## src/rtl/exec_pkg.sv

```systemverilog
// Shared types for the WISC execute stage: opcode/branch encodings and FSM states.
package exec_pkg;

  localparam int DEST_W = 3;

  // Seventeen named ALU functions do not fit a 4-bit opcode. Pass-through of
  // bsel has no code point here: decode issues OR with the a operand forced to 0.
  typedef enum logic [3:0] {
    ALU_ADD  = 4'd0,
    ALU_SUB  = 4'd1,
    ALU_AND  = 4'd2,
    ALU_OR   = 4'd3,
    ALU_XOR  = 4'd4,
    ALU_ANDN = 4'd5,
    ALU_SLL  = 4'd6,
    ALU_SRL  = 4'd7,
    ALU_SRA  = 4'd8,
    ALU_ROL  = 4'd9,
    ALU_ROR  = 4'd10,
    ALU_SEQ  = 4'd11,
    ALU_SLT  = 4'd12,
    ALU_SLE  = 4'd13,
    ALU_SCO  = 4'd14,
    ALU_MUL  = 4'd15
  } aluop_t;

  typedef enum logic [2:0] {
    BR_NONE = 3'd0,
    BR_BEQZ = 3'd1,
    BR_BNEZ = 3'd2,
    BR_BLTZ = 3'd3,
    BR_BGEZ = 3'd4,
    BR_JMP  = 3'd5,
    BR_JR   = 3'd6
  } brop_t;

  typedef enum logic [1:0] {
    ST_IDLE = 2'd0,
    ST_MUL  = 2'd1,
    ST_WAIT = 2'd2
  } state_t;

  // Shift-amount width for a given datapath width.
  function automatic int shw(input int width);
    return $clog2(width);
  endfunction

endpackage

```

## src/rtl/execute_pipe_if.sv

```systemverilog
// Decode-side and memory-side handshakes of the execute stage, plus flush and redirect.
interface execute_pipe_if import exec_pkg::*; #(parameter int WIDTH = 16);

  logic              in_valid;
  logic              in_ready;
  aluop_t            in_aluop;
  brop_t             in_brop;
  logic              in_alu_src;
  logic [WIDTH-1:0]  in_a;
  logic [WIDTH-1:0]  in_b;
  logic [WIDTH-1:0]  in_imm;
  logic [WIDTH-1:0]  in_pc_plus_2;
  logic [DEST_W-1:0] in_dest;
  logic              in_wen;
  logic              flush;
  logic              out_valid;
  logic              out_ready;
  logic [WIDTH-1:0]  out_result;
  logic [DEST_W-1:0] out_dest;
  logic              out_wen;
  logic              redirect_valid;
  logic [WIDTH-1:0]  redirect_pc;

  // Execute stage view.
  modport slave (
    input  in_valid, in_aluop, in_brop, in_alu_src, in_a, in_b, in_imm,
           in_pc_plus_2, in_dest, in_wen, flush, out_ready,
    output in_ready, out_valid, out_result, out_dest, out_wen,
           redirect_valid, redirect_pc
  );

  // Decode / memory / fetch view.
  modport master (
    output in_valid, in_aluop, in_brop, in_alu_src, in_a, in_b, in_imm,
           in_pc_plus_2, in_dest, in_wen, flush, out_ready,
    input  in_ready, out_valid, out_result, out_dest, out_wen,
           redirect_valid, redirect_pc
  );

endinterface

```

## src/rtl/exec_mul_iter.sv

```systemverilog
// Iterative shift-add multiplier: one multiplier bit per cycle, low WIDTH bits kept.
module exec_mul_iter #(
  parameter int WIDTH = 16
) (
  input  logic             clk,
  input  logic             rst,
  input  logic             start,
  input  logic             abort,
  input  logic [WIDTH-1:0] a,
  input  logic [WIDTH-1:0] b,
  output logic             done,
  output logic [WIDTH-1:0] product
);

  localparam int CW = $clog2(WIDTH);

  logic             busy_q;
  logic [CW-1:0]    cnt_q;
  logic [WIDTH-1:0] mcand_q;
  logic [WIDTH-1:0] mplier_q;
  logic [WIDTH-1:0] acc_q;
  logic [WIDTH-1:0] acc_step;

  assign acc_step = mplier_q[0] ? (acc_q + mcand_q) : acc_q;
  // done marks the cycle in which the final partial product is being added.
  assign done     = busy_q & (cnt_q == CW'(WIDTH - 1));
  assign product  = acc_q;

  // Operand latch on start, one shift-add step per cycle while busy; abort discards.
  always_ff @(posedge clk or negedge rst) begin
    if (!rst) begin
      busy_q   <= 1'b0;
      cnt_q    <= '0;
      mcand_q  <= '0;
      mplier_q <= '0;
      acc_q    <= '0;
    end else if (abort) begin
      busy_q <= 1'b0;
      cnt_q  <= '0;
      acc_q  <= '0;
    end else if (start) begin
      busy_q   <= 1'b1;
      cnt_q    <= '0;
      acc_q    <= '0;
      mcand_q  <= a;
      mplier_q <= b;
    end else if (busy_q) begin
      acc_q    <= acc_step;
      mcand_q  <= mcand_q << 1;
      mplier_q <= mplier_q >> 1;
      cnt_q    <= cnt_q + 1'b1;
      if (done) begin
        busy_q <= 1'b0;
      end
    end
  end

endmodule

```

## src/rtl/execute_pipe.sv

```systemverilog
// WISC execute stage: combinational ALU/branch, iterative MUL, registered EX/MEM slot.
//
// state | meaning
// IDLE  | accepting ops; non-MUL results go straight into the slot
// MUL   | multiplier stepping, input stalled
// WAIT  | product ready, waiting for the slot to be free
module execute_pipe import exec_pkg::*; #(
  parameter int WIDTH  = 16,
  parameter bit MUL_EN = 1'b1
) (
  input logic          clk,
  input logic          rst,
  execute_pipe_if.slave pipe
);

  localparam int SHW = shw(WIDTH);

  state_t             state_q, state_d;
  logic [WIDTH-1:0]   bsel;
  logic [SHW-1:0]     shamt;
  logic [WIDTH:0]     sum_ext;
  logic [2*WIDTH-1:0] rot_l, rot_r;
  logic [WIDTH-1:0]   alu_res;
  logic               br_taken;
  logic [WIDTH-1:0]   br_target;
  logic               slot_free, in_ready_c, accept, is_mul;
  logic               mul_start, load_alu, load_mul, mul_abort;
  logic               mul_done;
  logic [WIDTH-1:0]   mul_product;
  logic [DEST_W-1:0]  mul_dest_q;
  logic               mul_wen_q;

  assign bsel    = pipe.in_alu_src ? pipe.in_imm : pipe.in_b;
  assign shamt   = bsel[SHW-1:0];
  assign sum_ext = {1'b0, pipe.in_a} + {1'b0, bsel};
  assign rot_l   = {pipe.in_a, pipe.in_a} << shamt;
  assign rot_r   = {pipe.in_a, pipe.in_a} >> shamt;

  // ALU function select; MUL here only covers the MUL_EN=0 single-cycle zero.
  always_comb begin
    alu_res = '0;
    case (pipe.in_aluop)
      ALU_ADD:  alu_res = sum_ext[WIDTH-1:0];
      ALU_SUB:  alu_res = bsel - pipe.in_a;
      ALU_AND:  alu_res = pipe.in_a & bsel;
      ALU_OR:   alu_res = pipe.in_a | bsel;
      ALU_XOR:  alu_res = pipe.in_a ^ bsel;
      ALU_ANDN: alu_res = pipe.in_a & ~bsel;
      ALU_SLL:  alu_res = pipe.in_a << shamt;
      ALU_SRL:  alu_res = pipe.in_a >> shamt;
      ALU_SRA:  alu_res = $signed(pipe.in_a) >>> shamt;
      ALU_ROL:  alu_res = rot_l[2*WIDTH-1:WIDTH];
      ALU_ROR:  alu_res = rot_r[WIDTH-1:0];
      ALU_SEQ:  alu_res = {{(WIDTH-1){1'b0}}, pipe.in_a == bsel};
      ALU_SLT:  alu_res = {{(WIDTH-1){1'b0}}, $signed(pipe.in_a) <  $signed(bsel)};
      ALU_SLE:  alu_res = {{(WIDTH-1){1'b0}}, $signed(pipe.in_a) <= $signed(bsel)};
      ALU_SCO:  alu_res = {{(WIDTH-1){1'b0}}, sum_ext[WIDTH]};
      ALU_MUL:  alu_res = '0;
      default:  alu_res = '0;
    endcase
  end

  // Branch condition on a; JR is the only register-relative target.
  always_comb begin
    br_taken  = 1'b0;
    br_target = pipe.in_pc_plus_2 + pipe.in_imm;
    case (pipe.in_brop)
      BR_BEQZ: br_taken = (pipe.in_a == '0);
      BR_BNEZ: br_taken = (pipe.in_a != '0);
      BR_BLTZ: br_taken = pipe.in_a[WIDTH-1];
      BR_BGEZ: br_taken = !pipe.in_a[WIDTH-1];
      BR_JMP:  br_taken = 1'b1;
      BR_JR: begin
        br_taken  = 1'b1;
        br_target = pipe.in_a + pipe.in_imm;
      end
      default: br_taken = 1'b0;
    endcase
  end

  assign slot_free     = !pipe.out_valid | pipe.out_ready;
  assign in_ready_c    = (state_q == ST_IDLE) & slot_free & !pipe.flush;
  assign pipe.in_ready = in_ready_c;
  assign accept        = pipe.in_valid & in_ready_c;
  // A branch always takes the single-cycle path so the link value lands immediately.
  assign is_mul        = MUL_EN && (pipe.in_aluop == ALU_MUL) && (pipe.in_brop == BR_NONE);
  assign mul_start     = accept & is_mul;
  assign load_alu      = accept & !is_mul;
  assign mul_abort     = pipe.flush & (state_q != ST_IDLE);

  // Next state and multiplier-result slot load.
  always_comb begin
    state_d  = state_q;
    load_mul = 1'b0;
    case (state_q)
      ST_IDLE: if (mul_start) state_d = ST_MUL;
      ST_MUL: begin
        if (pipe.flush)    state_d = ST_IDLE;
        else if (mul_done) state_d = ST_WAIT;
      end
      ST_WAIT: begin
        if (pipe.flush) begin
          state_d = ST_IDLE;
        end else if (slot_free) begin
          load_mul = 1'b1;
          state_d  = ST_IDLE;
        end
      end
      default: state_d = ST_IDLE;
    endcase
  end

  // FSM state register.
  always_ff @(posedge clk or negedge rst) begin
    if (!rst) state_q <= ST_IDLE;
    else      state_q <= state_d;
  end

  generate
    if (MUL_EN) begin : g_mul
      exec_mul_iter #(.WIDTH(WIDTH)) u_mul (
        .clk     (clk),
        .rst     (rst),
        .start   (mul_start),
        .abort   (mul_abort),
        .a       (pipe.in_a),
        .b       (bsel),
        .done    (mul_done),
        .product (mul_product)
      );
    end else begin : g_no_mul
      assign mul_done    = 1'b0;
      assign mul_product = '0;
    end
  endgenerate

  // Destination of an in-flight MUL, held until its product reaches the slot.
  always_ff @(posedge clk or negedge rst) begin
    if (!rst) begin
      mul_dest_q <= '0;
      mul_wen_q  <= 1'b0;
    end else if (mul_start) begin
      mul_dest_q <= pipe.in_dest;
      mul_wen_q  <= pipe.in_wen;
    end
  end

  // EX/MEM slot: load wins over drain, data frozen while stalled.
  always_ff @(posedge clk or negedge rst) begin
    if (!rst) begin
      pipe.out_valid  <= 1'b0;
      pipe.out_result <= '0;
      pipe.out_dest   <= '0;
      pipe.out_wen    <= 1'b0;
    end else if (load_alu) begin
      pipe.out_valid  <= 1'b1;
      pipe.out_result <= (pipe.in_brop != BR_NONE) ? pipe.in_pc_plus_2 : alu_res;
      pipe.out_dest   <= pipe.in_dest;
      pipe.out_wen    <= pipe.in_wen;
    end else if (load_mul) begin
      pipe.out_valid  <= 1'b1;
      pipe.out_result <= mul_product;
      pipe.out_dest   <= mul_dest_q;
      pipe.out_wen    <= mul_wen_q;
    end else if (pipe.out_ready) begin
      pipe.out_valid  <= 1'b0;
    end
  end

  // One-cycle redirect pulse for taken branches and jumps.
  always_ff @(posedge clk or negedge rst) begin
    if (!rst) begin
      pipe.redirect_valid <= 1'b0;
      pipe.redirect_pc    <= '0;
    end else begin
      pipe.redirect_valid <= accept & br_taken;
      if (accept & br_taken) pipe.redirect_pc <= br_target;
    end
  end

endmodule

```

## src/flat_wrapper.sv

```systemverilog
// flat-port wrapper written by rule: the top's interface ports become plain ports
module execute_pipe_flat import exec_pkg::*;
#(
  parameter int WIDTH  = 16,
  parameter bit MUL_EN = 1'b1
)
  (clk, rst, pipe_in_valid, pipe_in_aluop, pipe_in_brop, pipe_in_alu_src, pipe_in_a, pipe_in_b, pipe_in_imm, pipe_in_pc_plus_2, pipe_in_dest, pipe_in_wen, pipe_flush, pipe_out_ready, pipe_in_ready, pipe_out_valid, pipe_out_result, pipe_out_dest, pipe_out_wen, pipe_redirect_valid, pipe_redirect_pc);
  execute_pipe_if #(.WIDTH(WIDTH)) pipe_i ();
  input logic clk;
  input logic rst;
  input wire logic [$bits(pipe_i.in_valid)-1:0] pipe_in_valid;
  input wire logic [$bits(pipe_i.in_aluop)-1:0] pipe_in_aluop;
  input wire logic [$bits(pipe_i.in_brop)-1:0] pipe_in_brop;
  input wire logic [$bits(pipe_i.in_alu_src)-1:0] pipe_in_alu_src;
  input wire logic [$bits(pipe_i.in_a)-1:0] pipe_in_a;
  input wire logic [$bits(pipe_i.in_b)-1:0] pipe_in_b;
  input wire logic [$bits(pipe_i.in_imm)-1:0] pipe_in_imm;
  input wire logic [$bits(pipe_i.in_pc_plus_2)-1:0] pipe_in_pc_plus_2;
  input wire logic [$bits(pipe_i.in_dest)-1:0] pipe_in_dest;
  input wire logic [$bits(pipe_i.in_wen)-1:0] pipe_in_wen;
  input wire logic [$bits(pipe_i.flush)-1:0] pipe_flush;
  input wire logic [$bits(pipe_i.out_ready)-1:0] pipe_out_ready;
  output wire logic [$bits(pipe_i.in_ready)-1:0] pipe_in_ready;
  output wire logic [$bits(pipe_i.out_valid)-1:0] pipe_out_valid;
  output wire logic [$bits(pipe_i.out_result)-1:0] pipe_out_result;
  output wire logic [$bits(pipe_i.out_dest)-1:0] pipe_out_dest;
  output wire logic [$bits(pipe_i.out_wen)-1:0] pipe_out_wen;
  output wire logic [$bits(pipe_i.redirect_valid)-1:0] pipe_redirect_valid;
  output wire logic [$bits(pipe_i.redirect_pc)-1:0] pipe_redirect_pc;
  assign pipe_i.in_valid = pipe_in_valid;
  assign pipe_i.in_aluop = pipe_in_aluop;
  assign pipe_i.in_brop = pipe_in_brop;
  assign pipe_i.in_alu_src = pipe_in_alu_src;
  assign pipe_i.in_a = pipe_in_a;
  assign pipe_i.in_b = pipe_in_b;
  assign pipe_i.in_imm = pipe_in_imm;
  assign pipe_i.in_pc_plus_2 = pipe_in_pc_plus_2;
  assign pipe_i.in_dest = pipe_in_dest;
  assign pipe_i.in_wen = pipe_in_wen;
  assign pipe_i.flush = pipe_flush;
  assign pipe_i.out_ready = pipe_out_ready;
  assign pipe_in_ready = pipe_i.in_ready;
  assign pipe_out_valid = pipe_i.out_valid;
  assign pipe_out_result = pipe_i.out_result;
  assign pipe_out_dest = pipe_i.out_dest;
  assign pipe_out_wen = pipe_i.out_wen;
  assign pipe_redirect_valid = pipe_i.redirect_valid;
  assign pipe_redirect_pc = pipe_i.redirect_pc;
  execute_pipe #(.WIDTH(WIDTH), .MUL_EN(MUL_EN)) u_core (.clk(clk), .rst(rst), .pipe(pipe_i));
endmodule
```

## config.mk

```make
export PLATFORM = sky130hd
export DESIGN_NAME = execute_pipe_flat
export DESIGN_NICKNAME = d
export VERILOG_FILES = /design/src/rtl/exec_pkg.sv /design/src/rtl/execute_pipe_if.sv /design/src/rtl/exec_mul_iter.sv /design/src/rtl/execute_pipe.sv /design/src/flat_wrapper.sv
export SDC_FILE = /design/constraint.sdc
export NUM_CORES = 1
export LEC_CHECK = 0
export CORE_MARGIN = 2
export CORE_UTILIZATION = 42
export DETAILED_ROUTE_END_ITERATION = 10
export HOLD_SLACK_MARGIN = 0.03
export PLACE_DENSITY = 0.7
export SLEW_MARGIN = 5
export SYNTH_ARGS = -nofsm -noshare
export SYNTH_HDL_FRONTEND = slang
export SYNTH_SLANG_ARGS = --single-unit
export TNS_END_PERCENT = 20
```

## constraint.sdc

```tcl
create_clock -name clk -period 2.3 [get_ports clk]
set_clock_uncertainty 0.05 [all_clocks]
set_input_delay 0.46 -clock clk [delete_from_list [all_inputs] [get_ports clk]]
set_output_delay 0.46 -clock clk [all_outputs]
set_load 0.01 [all_outputs]
```

==> results by group <==
Setup path
  – Setup crit start kind: input pin
  – Cell count of the worst reg-to-reg path: 9
  – Reg2Reg Capture Point: u_core.g_mul.u_mul.product[15]$_DFFE_PN0P_
  – Worst EP arrival: 3160 ps
  – Count of buffering cells on the critical path with inverters included: 4
  – Largest stage delay, worst path: 430 ps
  – Worst reg-to-reg setup slack: -310 ps
  – Beginning of the worst register-to-register path: u_core.g_mul.u_mul.mcand_q[1]$_DFFE_PN0P_
  – Cell mode on critical path: buf_4
  – Crit path launch: pipe_in_imm[15]
  – Sequence of cells on the critical path: clkdlybuf4s50_1 -> mux2i_1 -> buf_4 -> inv_1 -> ha_1 -> o21ai_0 -> o221ai_1 -> buf_4 -> a21oi_1 -> a31oi_2 -> a311o_1
  – Endpoint of the worst setup timing path: u_core.pipe.out_result[0]$_DFFE_PN0P_
  – Max Fanout on Critical Path: 3
  – Slowest CP cell: clkdlybuf4s50_1
  – Required time at the worst-slack endpoint: 2490 ps
  – Family of cells with the greatest summed delay on the critical path: compound AO/OA/AOI/OAI gates
  – Logic depth of the worst setup path including buffers: 11
  – Kind of critical path: in2reg
  – Critical Path Sink Type: register

Timing
  – Final hold vios: 0
  – Worst-margin pin slew: 729.2 ps
  – Final critical-path setup slack: -667.2 ps
  – Number of pins with negative max-slew slack in the final report: 0
  – Max_slew headroom: 0.5087
  – Maximum clock frequency: 337.0 MHz
  – Total setup violations reported at the end of the flow: 37
  – Setup repair after global routing missed its margin: true
  – Final critical-path share of the clock period: 1.290
  – Post-layout min period: 2967 ps

Global route
  – Pin count of the biggest net entering global routing: 48
  – Global Route Usage Sum: 0.3946
  – Vias in the first global route: 13.41k
  – Remaining global-route overflow: 0
  – Antenna violations before repair: 1
  – Wire length of the first global-routing pass: 79.59 mm

Detailed routing
  – Initial DRT Pass Iterations: 6
  – Final routed wire length divided by cell count: 24.28 um
  – Initial DRC Count: 1565
  – Avg Vias per Cell: 6.163
  – DRC errors left: 0
  – Routed Wire Length: 54.35 mm
  – Number of nets with antenna violations after routing: 0
  – Total vias in the final route: 13.79k

Synth
  – Proportion of synthesized chip area in sequential cells: 0.2253
  – Unique masters post-synth: 76
  – Leading cell type by number of instances after synthesis: nand2_1
  – Syn Nets: 1543
  – FF+latch count, synth: 97
  – Cell type with the largest total area after synthesis: dfrtp_1
  – Post-synth EDFFs: 0
  – Asr flop ratio synth: 1.000
  – Mean instance size in the synthesized netlist: 7.915 um^2
  – Mapped Cells: 1361
  – Area of the mapped netlist: 10770 um^2
  – Number of warnings reported in the yosys synthesis log: 0
  – Top-area cell type share of the netlist area: 0.2253
  – Leading cell types by total area after synthesis: dfrtp_1 (23%), ha_1 (11%), mux2i_1 (8.8%)
  – Top cells by count, synth: nand2_1 (180), o21ai_0 (134), dfrtp_1 (97), ha_1 (97), mux2i_1 (95)
  – Top FF cell, synth: dfrtp_1

Pwr
  – Leakage: 7.967 nW
  – Combinational group share of total power: 0.544
  – Sequential share of power: 0.264
  – Worst-case vdd ir drop: 0.6103 mV
  – P_int: 0.005051 W
  – Fraction of power spent switching nets: 0.3923
  – P_sw: 0.003261 W
  – Power per cell area: 470.5 nW/um^2
  – Fraction of power consumed by the clock network: 0.192

Die
  – Initial core utilization: 0.4278
  – Top-Level Pins: 120
  – DIE AREA: 26950 um^2
  – Overall die height: 164.2 um
  – X dimension of the die: 164.2 um
  – Core Area: 25180 um^2
  – Cell Rows: 58

Clock network
  – Number of buffers inserted during clock tree synthesis: 9
  – Max Root-Sink Buffers: 2
  – Number of H-tree levels: 3
  – Clock input transition at the sequential cells of the worst setup and hold paths: 80 ps
  – Skew-Pair Late Insertion Delay: 360 ps
  – Clock root buffer master: clkbuf_16
  – CTS tree: yes
  – Sinks on the clock net: 97

Final layout
  – Number of antenna diodes: 0
  – Area Overhead vs Synth: 63.99%
  – Fraction of final layout cells sized beyond drive strength 1: 0.4030
  – Post-layout instance area: 17670 um^2
  – Net total in the final layout: 2085

Outcome
  – Outcome: finished, violations left
  – Violations in the final reports: negative setup slack

Worst hold path
  – Kind of path behind the tightest hold check: reg2reg

Placement
  – Dpl ws: -1672 ps
  – RD Place Congestion: 1.088
  – Instance area at placement: 15720 um^2
  – Post-detailed-placement half-perimeter wirelength: 41.04 mm
  – Port-buffer cells: 119

Run
  – Max-capacitance violation count: 0
-- final cells by class --
| cell class | count | area [um^2] |
|---|---|---|
| flip-flops and latches | 97 | 2427 |
| clock buffers | 10 | 239.0 |
| well taps | 330 | 412.9 |
| clock inverters | 6 | 61.31 |
| repair buffers | 626 | 5333 |
| fillers | 1857 | 7515 |
| inverters | 56 | 210.2 |
| multi-input cells | 1113 | 8984 |
-- kinds of logic after synthesis --
logic type | after synthesis | share of synthesized area
xor+xnor | 45 | 0.03659
simple gates | 411 | 0.1750
compound gates | 430 | 0.2531
flops | 97 | 0.2253
fa+ha+maj | 101 | 0.1201
buf+inv | 151 | 0.05749
mux | 126 | 0.1324
-- flip-flops by register name, summed over array words and instances, names as in the netlist --
| register | flops |
|---|---|
| u_core.g_mul.u_mul.mcand_q | 16 |
| u_core.g_mul.u_mul.mplier_q | 16 |
| u_core.g_mul.u_mul.product | 16 |
| u_core.pipe.out_result | 16 |
| u_core.pipe.redirect_pc | 16 |
| u_core.g_mul.u_mul.cnt_q | 4 |
| u_core.mul_dest_q | 3 |
| u_core.pipe.out_dest | 3 |
| u_core.state_q | 2 |
| u_core.g_mul.u_mul.busy_q | 1 |
| u_core.mul_wen_q | 1 |
| u_core.pipe.out_valid | 1 |
| u_core.pipe.out_wen | 1 |
| u_core.pipe.redirect_valid | 1 |
-- worst reg2reg max path, cell delays in order, from the launching register on --
cell and delay (ps):
dfrtp_1 430, ha_1 320, a211oi_1 100, o21a_1 230
or3_4 420, a311oi_4 270, o2111ai_2 170, a21o_1 190
a21oi_1 160, mux2i_1 200
-- worst min-delay path by stage --
stage | startpoint | end | slack [ps] | cells past startpoint
global placement | rst | u_core.g_mul.u_mul.product[2]$_DFFE_PN0P_ | 370 | 1
detailed placement | rst | u_core.g_mul.u_mul.product[2]$_DFFE_PN0P_ | 380 | 1
CTS | u_core.g_mul.u_mul.mplier_q[5]$_DFFE_PN0P_ | u_core.g_mul.u_mul.mplier_q[5]$_DFFE_PN0P_ | 430 | 2
global route | u_core.g_mul.u_mul.mplier_q[5]$_DFFE_PN0P_ | u_core.g_mul.u_mul.mplier_q[5]$_DFFE_PN0P_ | 450 | 2
floorplan | rst | u_core.g_mul.u_mul.busy_q$_DFF_PN0_ | 110 | 0
finish | u_core.g_mul.u_mul.mplier_q[5]$_DFFE_PN0P_ | u_core.g_mul.u_mul.mplier_q[5]$_DFFE_PN0P_ | 440 | 2
-- stage by stage --
stage	hold slack [ps]	TNS (ps)	power, W	std cells	utilization
2_1_floorplan	114.4	-18440	0.003937	1361	-
3_3_place_gp	369.1	-75490	0.005989	2175	0.6242
3_5_place_dp	377.3	-79850	0.006037	2175	0.6242
4_1_cts	434.4	-11170	0.007938	2222	0.6745
5_1_grt	446.4	-15230	0.008650	2238	0.7016
6_report	436.4	-12340	0.008313	2238	0.7016
-- routing by layer --
| layer | routed length, um | up-vias | global-route usage |
|---|---|---|---|
| met5 | 11 | - | 0 |
| met4 | 3375 | 2 | 0.2141 |
| met3 | 5904 | 231 | 0.07121 |
| met2 | 23740 | 918 | 0.6086 |
| met1 | 21320 | 6596 | 0.5229 |
| li1 | - | 6046 | - |
-- repair_timing --
item                       CTS  global route
hold buffers                 1             0
gates resized for setup    245           139
setup endpoints to repair   97            89
cloned                       4             0
hold endpoints to repair    27             0
setup buffers               28            20
pin swaps                   78            66
-- cells in the final DEF (no fill, tap or decap), types with 18 or more instances in the layout --
master           synthesis  final
nand3_1                 40     39
nor2_1                  81     74
buf_12                   0     19
dlygate4sd2_1            0     27
clkdlybuf4s50_1          0     74
mux2i_1                 95     70
buf_4                    0    458
ha_1                    97     75
inv_1                   54     41
dfrtp_1                 97     97
a31oi_1                 23     18
nand2_1                180    171
a21oi_1                 92     76
xnor2_1                 30     27
buf_6                    4     27
o21ai_1                  8     25
o21ai_0                134    104
nor3_1                  28     19
mux2i_4                  2     19
-- power by group through the flow --
stage | sequential [W] | combinational (W) | clock, W
3_5_place_dp | 0.00221 | 0.00383 | 0
5_1_grt | 0.00222 | 0.00477 | 0.00166
4_1_cts | 0.00219 | 0.00415 | 0.00160
3_3_place_gp | 0.00221 | 0.00378 | 0
2_1_floorplan | 0.00224 | 0.00169 | 0
6_report | 0.00220 | 0.00452 | 0.00159
Power figures use the tool's default switching activity.
